<file path="src/rtl/mem_req_packer.sv">
// mem_req_packer: packs CPU load/store requests into channel messages and returns load replies
module mem_req_packer #(
  parameter int TIMEOUT_CYCLES = 1000000
) (
  input  logic        clk,
  input  logic        rst_n,
  input  logic        cpu_req,
  input  logic        cpu_we,
  input  logic [31:0] cpu_addr,
  input  logic [31:0] cpu_wdata,
  input  logic [3:0]  cpu_mask,
  output logic        cpu_busy,
  output logic        cpu_done,
  output logic [31:0] cpu_rdata,
  output logic        cpu_err,
  input  logic        sendable,
  output logic        send_flag,
  output logic [4:0]  send_length,
  output logic [71:0] send_data,
  input  logic        recv_valid,
  input  logic [4:0]  recv_length,
  input  logic [71:0] recv_data,
  output logic        recv_pop
);
  localparam int CW = $clog2(TIMEOUT_CYCLES) + 1;
  typedef enum logic [1:0] {IDLE, SEND, WAIT_RESP, DONE} state_t;
  state_t state, state_nx;
  logic we_q, pop_q, err_q, reply_ok, timeout;
  logic [CW-1:0] cnt;
  // Any held message is popped in every state; pop_q masks the cycle after a pop.
  assign recv_pop = rst_n & recv_valid & ~pop_q;
  assign reply_ok = state == WAIT_RESP && recv_pop && recv_length == 5'd4;
  // Timeout fires on the edge where the counter reaches TIMEOUT_CYCLES-1.
  assign timeout  = state == WAIT_RESP && cnt == CW'(TIMEOUT_CYCLES - 2);
  assign send_flag = state == SEND && sendable;
  assign cpu_busy  = state == SEND || state == WAIT_RESP;
  assign cpu_done  = state == DONE;
  assign cpu_err   = err_q;
  always_comb begin
    state_nx = state;
    case (state)
      IDLE:      state_nx = cpu_req ? SEND : IDLE;
      SEND:      state_nx = sendable ? (we_q ? DONE : WAIT_RESP) : SEND;
      WAIT_RESP: state_nx = (reply_ok || timeout) ? DONE : WAIT_RESP;
      default:   state_nx = IDLE;
    endcase
  end
  always_ff @(posedge clk or negedge rst_n) begin
    if (!rst_n) begin
      state       <= IDLE;
      we_q        <= 1'b0;
      pop_q       <= 1'b0;
      err_q       <= 1'b0;
      cnt         <= '0;
      cpu_rdata   <= '0;
      send_length <= '0;
      send_data   <= '0;
    end else begin
      state <= state_nx;
      pop_q <= recv_pop;
      err_q <= timeout & ~reply_ok;
      cnt   <= state == WAIT_RESP ? cnt + 1'b1 : '0;
      if (state == IDLE && cpu_req) begin
        we_q        <= cpu_we;
        send_length <= cpu_we ? 5'd9 : 5'd5;
        send_data   <= cpu_we ? {4'h0, cpu_mask, cpu_addr, cpu_wdata} : {40'h0, cpu_addr};
      end
      if (reply_ok) cpu_rdata <= recv_data[31:0];
      else if (timeout) cpu_rdata <= '1;
    end
  end
endmodule
</file>
<file path="config.mk">
export PLATFORM = sky130hd
export DESIGN_NAME = mem_req_packer
export DESIGN_NICKNAME = d
export VERILOG_FILES = /design/src/rtl/mem_req_packer.sv
export SDC_FILE = /design/constraint.sdc
export NUM_CORES = 1
export LEC_CHECK = 0
export ABC_CLOCK_PERIOD_IN_PS = 5300
export BUFFER_PORTS_ARGS = -buffer_cell sky130_fd_sc_hd__buf_2
export CAP_MARGIN = 20
export CORE_ASPECT_RATIO = 1.75
export CORE_MARGIN = 2
export CORE_UTILIZATION = 45
export DETAILED_ROUTE_END_ITERATION = 7
export PLACE_DENSITY = 0.78
export SLEW_MARGIN = 15
export SYNTH_ARGS = -nofsm -noshare
export SYNTH_HDL_FRONTEND = slang
export SYNTH_SLANG_ARGS = --single-unit
</file>
<file path="constraint.sdc">
create_clock -name clk -period 5.3 [get_ports clk]
set_input_delay 0.53 -clock clk [delete_from_list [all_inputs] [get_ports clk]]
set_output_delay 0.53 -clock clk [all_outputs]
set_load 0.02 [all_outputs]
</file>
==> key figures <==
Run status
  • Status: completed

Hold path
  • Worst Hold Class: in2async

Detailed routing
  • Drt pass-1 iters: 4
  • Routed WL: 14200 um
  • DRT iter0 DRCs: 268
  • Routed via count: 4808
  • DRC viols: 0
  • DR WL/cell: 14.7 um
  • Antenna Nets Post-Route: 0
  • Vias per cell: 4.98

Yosys
  • Post-Synth Adder-Cell Area: 1.35%
  • Synth Flop Type: dfrtp_1
  • Mux contribution to synthesized area: 5.95%
  • Mapped Cells: 586
  • Main combinational cell family by area after synthesis: simple AND/OR/NAND/NOR gates
  • Yosys Warn Count: 0
  • Netlist Area Pre-Place: 0.00557 sq mm
  • Post-synthesis compound-gate area fraction: 7.43%
  • Post-Synth XOR/XNOR Area: 1.89%
  • Syn Area/Cell: 9.51 sq um
  • Post-Synth Simple-Gate Area: 21.9%
  • Sequential share of the synthesized area: 57.5%
  • Async SR Flop Fraction: 100%
  • Number of flops mapped to enable cells by yosys: 0
  • Flops & latches, synth: 128
  • Netlist cell types: 38

Setup path
  • CP Capture Type: flop
  • Worst r2r dst: cpu_rdata[30]
  • CP cell instances: inv_1 -> ha_1 -> nor4b_1 -> and4b_2 -> nor2_1 -> a21oi_1
  • Peak fanout along the critical path: 33
  • Reg2Reg Setup Slack: 3080 ps
  • Crit path to: cpu_rdata[30]
  • Crit-path slowest cell: and4b_2
  • CP Data Required Time: 5630 ps
  • Crit path DAT: 2560 ps
  • Crit. Startpoint: state[0]
  • Worst reg2reg startpoint: state[0]
  • CP startpoint kind: flop
  • Worst reg2reg path depth: 6
  • Critical path class: reg2reg
  • Slowest stage delay, CP: 730 ps

Power
  • IR drop worst, VDD: 0.348 mV
  • PD cells: 508 mW/mm^2
  • Leakage: 0.00371 uW

STA
  • Setup violations, final: 0
  • Normalized max-slew margin: 32.1%
  • Minimum clock period after layout: 2220 ps
  • Slew @ Worst Pin: 1020 ps
  • Final period utilization: 41.9%
  • Clock Skews: 11.4 ps
  • Final worst-path setup slack: 3080 ps
  • Max frequency: 450 MHz
  • Final Max Tran Viols: 0
  • RSZ-0062 raised after global routing: no
  • Worst hold slack: 174 ps
  • Setup TNS: 0 ps
  • Final hold violation count: 0

Global routing
  • Gr usage total: 21.3%
  • Grt ovf: 0
  • Vias in the first global route: 4639
  • First-pass GRT wire length: 22000 um
  • Initial antenna violation count: 0
  • Pin count of the biggest net entering global routing: 106

Clock tree
  • CTS Buf Count: 17
  • CTS Root Cell: clkbuf_16
  • Clk Latency, worst-skew pair: 410 ps
  • CTS tree: yes
  • Clk slew on worst S/H paths: 70 ps
  • Clock buffer depth: 2
  • H-Tree Depth: 4
  • Clock sink total: 128
  • Hold buffer count at cts: 0
  • Post-CTS setup repair buffer count: 0
  • Post-CTS resize count: 0

Die
  • Core box area: 0.0121 sq mm
  • Initial Utilization: 46.2%
  • Die X: 88.1 um
  • Die H: 151 um
  • DIE AREA: 0.0133 sq mm
  • # IOs: 265
  • # rows: 53

Placement
  • PortBufs: 218
  • Gpl congestion: 0.792
  • Dpl hpwl: 9950 um
  • Placement Setup Slack: 2740 ps
  • Area after DPL: 0.00673 sq mm

Finish
  • Share of layout cells above drive strength 1: 32.6%
  • Final core utilization: 60.6%
  • Final instance area: 0.00731 sq mm
  • Ant. Diodes: 0
  • Area growth, synth to finish: 31.2%
  • Post-layout nets: 945

Flow run
  • MaxCap Viol Count: 0
==> state kept, by name, indices dropped and copies added (netlist names) <==
signal	cells
cpu_rdata	32
cpu_err	1
send_length	3
pop_q	1
send_data	68
cnt	21
state	2
==> stage by stage <==
step	instances	power, uW
after floorplan	591	2160
after global placement	933	2610
after detailed placement	933	2640
after CTS	965	3760
after global routing	966	3930
final	966	3720
==> layout by cell type (no fill, tap or decap), drive strengths merged, types with 2 or more instances in the layout <==
master    synthesis  layout
clkinvlp          0       3
and4              2       2
nor4b             4       4
mux2i            32      32
dfrtp           128     128
nor3              2       2
nand4             7       7
buf              18     223
nor4              2       2
conb              1       6
clkinv            0       2
and2              4       4
nand2           117     117
o21ai            39      39
inv               5      15
ha                6       6
clkbuf           27      17
or4               3       3
nand4b            2       2
xnor2             3       3
nand3            44      44
a21oi            37      37
xor2              9       9
nor2             79      79
or3               4       4
==> worst max-delay path: cells and delay by family (launching register included) <==
| family | cells | cell delay, ps |
|---|---|---|
| AO/OA/AOI/OAI | 1 | 180 |
| adder cells (fa/ha/maj) | 1 | 290 |
| buffers and inverters | 1 | 110 |
| AND/OR/NAND/NOR | 3 | 1150 |
| flip-flops | 1 | 400 |
==> Yosys cell counts, types with 2 or more instances <==
cell type / number / area, sq um
buf_4: 7 / 52.6
nand4b_1: 2 / 17.5
nand3_1: 44 / 220
o21ai_0: 39 / 195
ha_1: 6 / 75.1
or4_1: 3 / 22.5
buf_2: 5 / 25.0
nor3_1: 2 / 10.0
inv_1: 5 / 18.8
xnor2_1: 3 / 26.3
or3_1: 4 / 25.0
clkbuf_1: 27 / 101
a21oi_1: 37 / 185
mux2i_1: 32 / 320
nand2_1: 117 / 439
dfrtp_1: 128 / 3200
and2_1: 4 / 25.0
nor2_1: 79 / 297
buf_1: 6 / 22.5
xor2_1: 9 / 78.8
nand4_1: 6 / 37.5
nor4b_1: 4 / 35.0
nor4_1: 2 / 12.5
==> metal layers <==
layer / global-route usage (%) / vias to the layer above / share of wire [%]
li1: - / 2355 / -
met2: 37.3 / 164 / 52
met3: 6.16 / 22 / 6.2
met1: 24.5 / 2267 / 39
met4: 7.12 / 0 / 2.0
met5: 0 / - / 0
==> cell type report <==
cell class / count / area (sq um)
Timing Repair Buffer: 223 / 1140
Inverter: 5 / 18.8
Clock inverter: 15 / 141
Clock buffer: 17 / 425
Multi-Input combinational cell: 413 / 2180
Tap cell: 165 / 206
Fill cell: 1119 / 4760
Sequential cell: 128 / 3200
==> cells by family after synthesis <==
group / after synthesis
DFF: 128
AOI/OAI and AO/OA: 80
adders and majority gates: 6
xor gates and xnor gates: 12
and+or+nand+nor: 276
muxes: 33
other: 1
buffers and inverters: 50
==> where the power goes <==
part           switching (uW)  internal [uW]
combinational             828            370
sequential                151           1260
clock                     485            622
total                    1460           2250
==> worst min-delay path by stage <==
stage / endpoint / from / slack (ps) / depth (start not counted)
after detailed placement: send_length[0] / send_length[0] / 450 / 1
final: state[1] / rst_n / 170 / 1
after global placement: send_data[40] / send_data[40] / 440 / 2
after CTS: send_data[52] / rst_n / 200 / 1
after floorplan: cnt[0] / rst_n / 230 / 0
after global routing: state[1] / rst_n / 220 / 1
Power figures use the tool's default switching activity.
